--- config.mk ---
export PLATFORM = sky130hd
export DESIGN_NAME = datamem_arbiter
export DESIGN_NICKNAME = d
export VERILOG_FILES = /design/src/rtl/cpu_pkg.sv /design/src/rtl/mux2_1.sv /design/src/rtl/starve_counter.sv /design/src/rtl/datamem_arbiter.sv
export SDC_FILE = /design/constraint.sdc
export NUM_CORES = 1
export LEC_CHECK = 0
export BUFFER_PORTS_ARGS = -buffer_cell sky130_fd_sc_hd__buf_2
export CAP_MARGIN = 20
export CORE_AREA = 2 2 205 207
export DETAILED_ROUTE_END_ITERATION = 8
export DIE_AREA = 0 0 207 209
export MAX_ROUTING_LAYER = met4
export PLACE_DENSITY = 0.46
export SYNTH_ARGS = -nofsm -noshare
export SYNTH_HDL_FRONTEND = slang
export SYNTH_SLANG_ARGS = --single-unit
--- constraint.sdc ---
create_clock -name clk -period 1.6 [get_ports clk]
set_clock_uncertainty 0.05 [all_clocks]
set_input_delay 0 -clock clk [delete_from_list [all_inputs] [get_ports clk]]
set_output_delay 0 -clock clk [all_outputs]
set_load 0.005 [all_outputs]
--- src/rtl/cpu_pkg.sv ---
// cpu_pkg
//   Shared definitions for the data-side of the core: default bus widths,
//   the fixed transfer size, and the grant encoding used by the datamem
//   arbiter and by the hazard unit when it reports why the pipeline stalled.
package cpu_pkg;

   localparam int DEFAULT_ADDR_W = 64;
   localparam int DEFAULT_DATA_W = 64;

   // Only full 8-byte transfers exist on this memory.
   localparam int XFER_BYTES = 8;

   typedef enum logic [1:0] {
      GNT_NONE = 2'd0,
      GNT_CPU  = 2'd1,
      GNT_DBG  = 2'd2
   } grant_t;

endpackage

--- src/rtl/mux2_1.sv ---
// mux2_1
//   Generic two-input multiplexer.
//   Ports:
//     in0, in1 : data inputs (WIDTH bits)
//     sel      : 0 selects in0, 1 selects in1
//     out      : selected data
module mux2_1 #(
   parameter int WIDTH = 64
) (
   input  logic [WIDTH-1:0] in0,
   input  logic [WIDTH-1:0] in1,
   input  logic             sel,
   output logic [WIDTH-1:0] out
);

   assign out = sel ? in1 : in0;

endmodule

--- src/rtl/starve_counter.sv ---
// starve_counter
//   Saturating up-counter that tracks how many consecutive cycles the debug
//   port has been refused. It stops at MAX_WAIT and raises sat there.
//   Ports:
//     clk, reset : clock and synchronous active-high reset
//     clear      : return to zero on the next edge (has priority over inc)
//     inc        : advance by one unless already saturated
//     count      : current count, 0..MAX_WAIT
//     sat        : count has reached MAX_WAIT
module starve_counter #(
   parameter int MAX_WAIT = 4,
   parameter int CNT_W    = $clog2(MAX_WAIT + 1)
) (
   input  logic             clk,
   input  logic             reset,
   input  logic             clear,
   input  logic             inc,
   output logic [CNT_W-1:0] count,
   output logic             sat
);

   localparam logic [CNT_W-1:0] SAT_VAL = CNT_W'(MAX_WAIT);

   assign sat = (count == SAT_VAL);

   always_ff @(posedge clk) begin
      if (reset || clear) begin
         count <= '0;
      end else if (inc && !sat) begin
         count <= count + 1'b1;
      end
   end

endmodule

--- src/rtl/datamem_arbiter.sv ---
// datamem_arbiter
//   Shares the single-ported data memory between the pipeline MEM stage
//   (default priority) and the debug/loader port. A starvation counter forces
//   the debug port in after MAX_WAIT refused cycles, stalling the pipeline for
//   that one slot.
//
//   Handshakes: a debug transfer happens in a cycle where dbg_valid and
//   dbg_ready are both 1; dbg_valid and all dbg_* request fields must stay
//   stable until then. Reads (and misaligned requests of either kind) are
//   answered by a single-cycle dbg_rvalid pulse on the following cycle.
//   The MEM stage has no handshake: cpu_stall=1 means its access did not
//   happen and must be presented again.
//
//   Ports:
//     cpu_req/we/addr/wdata  : MEM stage access;  cpu_stall back to pipeline
//     dbg_valid/we/addr/wdata: debug request;     dbg_ready accepts it
//     dbg_rvalid/rdata/err   : registered debug response
//     mem_addr/we/wdata      : drive to datamem;  mem_rdata combinational read
module datamem_arbiter
   import cpu_pkg::*;
#(
   parameter int ADDR_W   = DEFAULT_ADDR_W,
   parameter int DATA_W   = DEFAULT_DATA_W,
   parameter int MAX_WAIT = 4
) (
   input  logic              clk,
   input  logic              reset,
   input  logic              cpu_req,
   input  logic              cpu_we,
   input  logic [ADDR_W-1:0] cpu_addr,
   input  logic [DATA_W-1:0] cpu_wdata,
   output logic              cpu_stall,
   input  logic              dbg_valid,
   input  logic              dbg_we,
   input  logic [ADDR_W-1:0] dbg_addr,
   input  logic [DATA_W-1:0] dbg_wdata,
   output logic              dbg_ready,
   output logic              dbg_rvalid,
   output logic [DATA_W-1:0] dbg_rdata,
   output logic              dbg_err,
   output logic [ADDR_W-1:0] mem_addr,
   output logic              mem_we,
   output logic [DATA_W-1:0] mem_wdata,
   input  logic [DATA_W-1:0] mem_rdata
);

   localparam int CNT_W    = $clog2(MAX_WAIT + 1);
   localparam int OFFSET_W = $clog2(XFER_BYTES);

   logic [CNT_W-1:0] starveCnt;
   logic             starveSat;
   logic             forceDbg;
   logic             misaligned;
   grant_t           grant;
   logic             grantDbg;
   logic             grantCpu;
   logic             cntClear;

   assign forceDbg   = dbg_valid && starveSat;
   assign misaligned = (dbg_addr[OFFSET_W-1:0] != '0);

   always_comb begin
      grant = GNT_NONE;
      if (dbg_valid && (!cpu_req || forceDbg)) begin
         grant = GNT_DBG;
      end else if (cpu_req) begin
         grant = GNT_CPU;
      end
   end

   assign grantDbg = (grant == GNT_DBG);
   assign grantCpu = (grant == GNT_CPU);

   // With no grant the address/data muxes still point at the CPU side;
   // only the write enable is gated.
   mux2_1 #(.WIDTH(ADDR_W)) u_addrMux (
      .in0 (cpu_addr),
      .in1 (dbg_addr),
      .sel (grantDbg),
      .out (mem_addr)
   );

   mux2_1 #(.WIDTH(DATA_W)) u_wdataMux (
      .in0 (cpu_wdata),
      .in1 (dbg_wdata),
      .sel (grantDbg),
      .out (mem_wdata)
   );

   assign mem_we    = (grantCpu && cpu_we) || (grantDbg && dbg_we && !misaligned);
   assign cpu_stall = cpu_req && !grantCpu;
   assign dbg_ready = grantDbg;

   // Counter restarts whenever the debug port is served or not asking.
   assign cntClear = grantDbg || !dbg_valid;

   starve_counter #(.MAX_WAIT(MAX_WAIT), .CNT_W(CNT_W)) u_starveCounter (
      .clk   (clk),
      .reset (reset),
      .clear (cntClear),
      .inc   (!cntClear),
      .count (starveCnt),
      .sat   (starveSat)
   );

   // Response channel. An error response always carries zero data; aligned
   // writes leave the last read data in place.
   always_ff @(posedge clk) begin
      if (reset) begin
         dbg_rvalid <= 1'b0;
         dbg_err    <= 1'b0;
         dbg_rdata  <= '0;
      end else if (grantDbg) begin
         dbg_rvalid <= !dbg_we || misaligned;
         dbg_err    <= misaligned;
         if (misaligned) begin
            dbg_rdata <= '0;
         end else if (!dbg_we) begin
            dbg_rdata <= mem_rdata;
         end
      end else begin
         dbg_rvalid <= 1'b0;
         dbg_err    <= 1'b0;
      end
   end

endmodule

After elaboration in Yosys (flattened, before gate mapping)
Index checks and enable logic that the tools add are counted.

storage, ports and cells
  register bits after elaboration = 69
  latch bits = 0
  bits in writable memories = 0
  bits in read-only memories = 0
  word-level logic and storage cells = 38
  memories = 0

cells by class
  add/sub/neg operators = 1
  $mul = 0
  divide/modulo/power cells = 0
  magnitude comparators = 0
  eq/ne operators = 4
  shifts and indexed selects = 0
  muxes and demuxes = 6
  bitwise operators = 1
  reduce and logical (&&, ||, !) cells = 22

operator list
  kind                   count
  $mux W64               4
  $logic_and A1 B1 Y1    7
  $logic_not A1 Y1       7
  $logic_or A1 B1 Y1     5
  $add A3 B1 Y3 const B  1
  $eq A3 B3 Y1 const B   1
  $reduce_bool A3 Y1     1
  $eq A2 B1 Y1 const B   1
  $eq A2 B2 Y1 const B   1
  $mux W2                1
  $ne A2 B1 Y1 const B   1
  $reduce_and A2 Y1      1
  $reduce_or A2 Y1       1
  $mux W1                1
  $not A1 Y1             1

Logic depth before layout (Yosys ltp)
  depth after elaboration = 9
  mapped depth = 8

Modules after synthesis
A second synthesis with hierarchy kept.

unflattened totals
  cell total of the unflattened synthesis = 461
  area, all modules = 5587.9 um^2

by module, submodules not included
  module           instances  cells an instance  area an instance (um^2)  seq. area each (um^2)
  datamem_arbiter  1          301                3245.6                   1321.3
  mux2_1           2          71                 1077.3                   0.0
  starve_counter   1          18                 187.7                    60.1

Worst setup path after synthesis
OpenSTA, ideal clock, no wires.

  kind = register to output
  from = reg u_starveCounter.count[0]
  to = out mem_addr[10]
  data arrival time = 1.566 ns
  data required time = 1.550 ns
  slack = -0.016 ns
  stages on the path, launching flop included = 8
  buffers on the path = 2
  cell sequence = dfxtp_1 > inv_1 > ha_1 > a21bo_2 > nand2_2 > buf_6 > buf_8 > mux2_4

on the way
  cells in the longest elaborated chain, start to end = 7

RTL lines
  what                    RTL line               RTL
  start, declared         starve_counter.sv:18   output logic [CNT_W-1:0] count,
  start signal, assigned  starve_counter.sv:30   count <= count + 1'b1;
  $eq A3 B3 Y1            starve_counter.sv:24   assign sat = (count == SAT_VAL);
  $logic_and A1 B1 Y1     datamem_arbiter.sv:59  assign forceDbg = dbg_valid && starveSat;
  $logic_or A1 B1 Y1      datamem_arbiter.sv:64  if (dbg_valid && (!cpu_req || forceDbg)) begin
  $logic_and A1 B1 Y1     datamem_arbiter.sv:64
  $mux W2                 datamem_arbiter.sv:64
  $eq A2 B2 Y1            datamem_arbiter.sv:71  assign grantDbg = (grant == GNT_DBG);
  $mux W64                mux2_1.sv:16           assign out = sel ? in1 : in0;
  end, declared           datamem_arbiter.sv:41  output logic [ADDR_W-1:0] mem_addr,

No other way between the ends.

Worst setup path in the final report
  from = reg u_starveCounter.count[1]
  to = out mem_addr[44]

The elaborated chain is that of the path after synthesis.

==> out/results.env <==
AREA_GROWTH_SYN_TO_LAYOUT_PCT=110
CRIT_PATH_END_KIND='primary output'
CRIT_TYPE='register to primary output'
POWER.DENSITY_mW_PER_MM2=562
MAXCAPVIOLATIONS=0
PLACEABLECOREAREA_MM2=0.0413
FULL_DIE_AREA_MM2=0.0433
DRIVE_GT1_FRAC=0.739
GLOBALROUTEOVERFLOWTOTAL=0
YS_SEQ_ELEMENTS=69
NETLIST_INSTANCES=456
GRT_ANTENNA_BEFORE_REPAIR=8
YS_ASYNC_SR_FRACTION=0
REPORTED_NET_SWITCHING_POWER_uW=1750
POWER.INTERNAL_uW=4610
P_COMB_FRAC=0.376
TRITONCTS.NUM_BUFFERS=9
ROUTED_WIRELENGTH_UM=33500
GRT_MAX_DEGREE=66
P_LEAK_uW=0.00552
START_UTIL=0.130
CTS.ROOT.BUFFER_CELL='sky130_fd_sc_hd__clkbuf_16'
DETAILROUTE.VIA_COUNT=6094
TOTAL_BUFFERS_AND_INVERTERS_TRAVERSED_BY_THE_CRITICAL_PATH=4
CPPEAKSTAGEDELAY_NS=0.33
R2R.WORST_PATH.CELLS=11
YS_SEQ_AREA_FRAC=0.257
SEQUENTIAL_CELL_AREA_MM2=0.00138
SYNTH_EDF_COUNT=0
CRIT_FANOUT=8
DR.PASS1.ITERS=4
MAX_SLEW.WORST_PIN.SLEW_NS=0.339
GLOBALPLACE.CONGESTION=1.04
PLACE_HPWL_UM=26500
DRT_ITER0_DRC=250
DRV_SLEW=0
CLOCKPOWERSHARE=0.351
AREA_OF_THE_MAPPED_NETLIST_MM2=0.00538
YS.FLOP_TYPE='sky130_fd_sc_hd__dfxtp_1'
UNREPAIRED_SETUP_ENDPOINTS_AFTER_GLOBAL_ROUTING='yes'
VIOLATIONS='negative setup slack'
TIMING.HOLD.WORST_PATH_DEPTH=4
CLK_PIN_SLEW_NS=0.06
OUTCOME='complete, but fails checks'
TIMING.FINAL.WS_SETUP_NS=-0.440
MIN_PATH_TYPE='input pin to register'
NUMCLOCKSINKS=69
POSTSYNTHAREAPERCELL_UM2=11.8
NUMBER_OF_VIAS_PER_CELL=3.72
ANTENNA_VIOLATING_NETS_POST_ROUTE=0
PORT-BUFFER-COUNT=522
LAYOUT_FILLERS=4401
FINAL_CORE_UTILIZATION=0.274
MAX-CLOCK-PATH-BUFFERS=2
STD_CELL_ROWS=75
POWER.SHARE.SEQUENTIAL=0.274
NETSWITCHINGFRACTION=0.275
PERIOD_NEEDED_NS=2.04
YOSYS_WARNINGS=0
GRT_UTIL_ALL_LAYERS=0.150
MAX_FREQ_GHz=0.490
DRC=0
CRITICAL_PATH_DEPTH=8
FINAL_HOLD_VIOL_COUNT=0
IR_DROP_uV=434
FLOORPLAN.DIE.WIDTH_UM=207
BOUNDARYPINS=523
ROUTEDWLPERCELL_UM=20.4
TIMING.CRITICAL_PATH.FROM_TYPE='register'
FIN_NETS=1416
CRITPATHARRIVALTIME_NS=1.99
CRIT_SLOWEST_CELL='sky130_fd_sc_hd__dfxtp_2'
TIMING.SLEW.HEADROOM=0.774
PLACEMENT.SETUP.WORST_SLACK_NS=-0.229
PERIOD_SHARE=1.27
FIRST_GLOBAL_VIAS=6362
CTS.HTREE.LEVELS=3
SYNTH.LIB_CELLS_USED.DISTINCT=31
SETUP_VIOL_COUNT_FINAL=194
CRIT_REQUIRED_NS=1.55
TRITONCTS='built'
DIEHEIGHT_UM=209
TOTAL_POWER_uW=6350
GRT_PASS1_WL_UM=45700
AREA_TAKEN_BY_MULTI_INPUT_LOGIC_GATES_MM2=0.00356
SYNTH_FP_NETS=784
TIMING.CRITICAL_PATH.MAX_DELAY_FAMILY='buffers and inverters'
WORST_SKEW_PAIR.LATE_LATENCY_NS=0.33
CRIT_PATH_CELL_TRACE='inv_2 > ha_4 > a21bo_4 > nand2_8 > buf_16 > buf_8 > mux2_4 > buf_6'
flip-flops by register name, indices dropped and copies added, names as in the netlist:
register,flops
dbg_rdata,64
u_starveCounter.count,3
dbg_err,1
dbg_rvalid,1
cell usage in the layout, fill, tap and decap left out, types with 2 or more instances in the layout:
master,count
sky130_fd_sc_hd__buf_2,413
sky130_fd_sc_hd__nand2b_1,63
sky130_fd_sc_hd__dfxtp_1,67
sky130_fd_sc_hd__nor2_1,4
sky130_fd_sc_hd__dfxtp_2,2
sky130_fd_sc_hd__nor2b_1,2
sky130_fd_sc_hd__diode_2,6
sky130_fd_sc_hd__buf_16,10
sky130_fd_sc_hd__nand2_1,3
sky130_fd_sc_hd__o32ai_2,61
sky130_fd_sc_hd__bufinv_16,2
sky130_fd_sc_hd__o32ai_4,2
sky130_fd_sc_hd__mux2_2,6
sky130_fd_sc_hd__mux2_1,4
sky130_fd_sc_hd__dlygate4sd3_1,68
sky130_fd_sc_hd__buf_4,23
sky130_fd_sc_hd__inv_1,63
sky130_fd_sc_hd__and3_1,2
sky130_fd_sc_hd__clkbuf_16,12
sky130_fd_sc_hd__buf_8,6
sky130_fd_sc_hd__buf_6,117
sky130_fd_sc_hd__mux2_4,118
sky130_fd_sc_hd__inv_2,3
sky130_fd_sc_hd__buf_12,21
through the flow:
stage          hold slack (ns)  instance area (µm²)  setup TNS [ns]  cells
2_1_floorplan           0.0599                 5390               0    456
3_3_place_gp             0.199                 8760          -32.88   1512
3_5_place_dp             0.205                 8760          -30.30   1512
4_1_cts                0.00473                11100          -68.75   1621
5_1_grt                 0.0261                11300          -75.06   1638
6_report                0.0183                11300          -62.59   1638
path summary, 6_finish.rpt:
path / startpoint / to / slack, ns
worst min-delay path: dbg_addr[0] / dbg_rdata[63] / 0.02
worst max register to register: u_starveCounter.count[1] / dbg_rdata[7] / -0.28
worst max-delay path: u_starveCounter.count[1] / mem_addr[44] / -0.44
worst min register to register: dbg_rdata[50] / dbg_rdata[50] / 0.43
cell type report:
| class | instances | share of cell area |
|---|---|---|
| Tap cell | 539 | 0.0596 |
| Timing Repair Buffer | 661 | 0.451 |
| Inverter | 67 | 0.0225 |
| Clock buffer | 11 | 0.0215 |
| Clock inverter | 5 | 0.00730 |
| Antenna cell | 6 | 0.00133 |
| Multi-Input combinational cell | 280 | 0.315 |
| Sequential cell | 69 | 0.122 |
power by group through the flow:
stage	clock [µW]	sequential [µW]	combinational (µW)
after floorplan	0	1780	792
final	2230	1740	2390
after global placement	0	1780	1750
after detailed placement	0	1780	1740
after global routing	2390	1740	2510
after CTS	2320	1740	2290
timing repair:
item | CTS | global route
gates resized for setup | 189 | 42
buffers inserted | 17 | 18
hold buffers | 68 | 0
setup endpoints to repair | 193 | 194
pin swaps | 10 | 9
hold endpoints to repair | 65 | 0
cloned | 10 | 3
routing by layer:
| metal | part of all wire | up-vias | routed length [µm] | global-route usage |
|---|---|---|---|---|
| met5 | 0 | - | 0 | - |
| met3 | 0.077 | 30 | 2570 | 0.0502 |
| li1 | - | 2888 | - | - |
| met1 | 0.41 | 2867 | 13800 | 0.175 |
| met4 | 0.026 | 0 | 879 | 0.0414 |
| met2 | 0.49 | 309 | 16200 | 0.245 |
cells by family after synthesis:
family | Yosys count | synth area share
DFF | 69 | 0.257
and+or+nand+nor | 81 | 0.0970
adders and majority gates | 2 | 0.00465
buffers and inverters | 107 | 0.110
AOI/OAI and AO/OA | 68 | 0.193
xor gates and xnor gates | 1 | 0.00163
muxes | 128 | 0.338
cells in the mapped netlist, drive strengths merged, types with 2 or more instances:
master	instances	area (µm²)
mux2	128	1820
dfxtp	69	1380
inv	67	251
nand2b	63	394
o32ai	63	1000
buf	26	287
clkbuf	14	52.6
nand2	4	17.5
nor2	4	15.0
and3	2	12.5
ha	2	25.0
nor2b	2	12.5
nor3	2	26.3
tightest hold or removal path, delay by kind of cell:
| kind | cells | cell delay (ns) |
|---|---|---|
| buf+inv | 1 | 0.14 |
| compound gates | 1 | 0.06 |
| simple gates | 2 | 0.15 |
No activity file was read; power rests on OpenSTA's default activity.
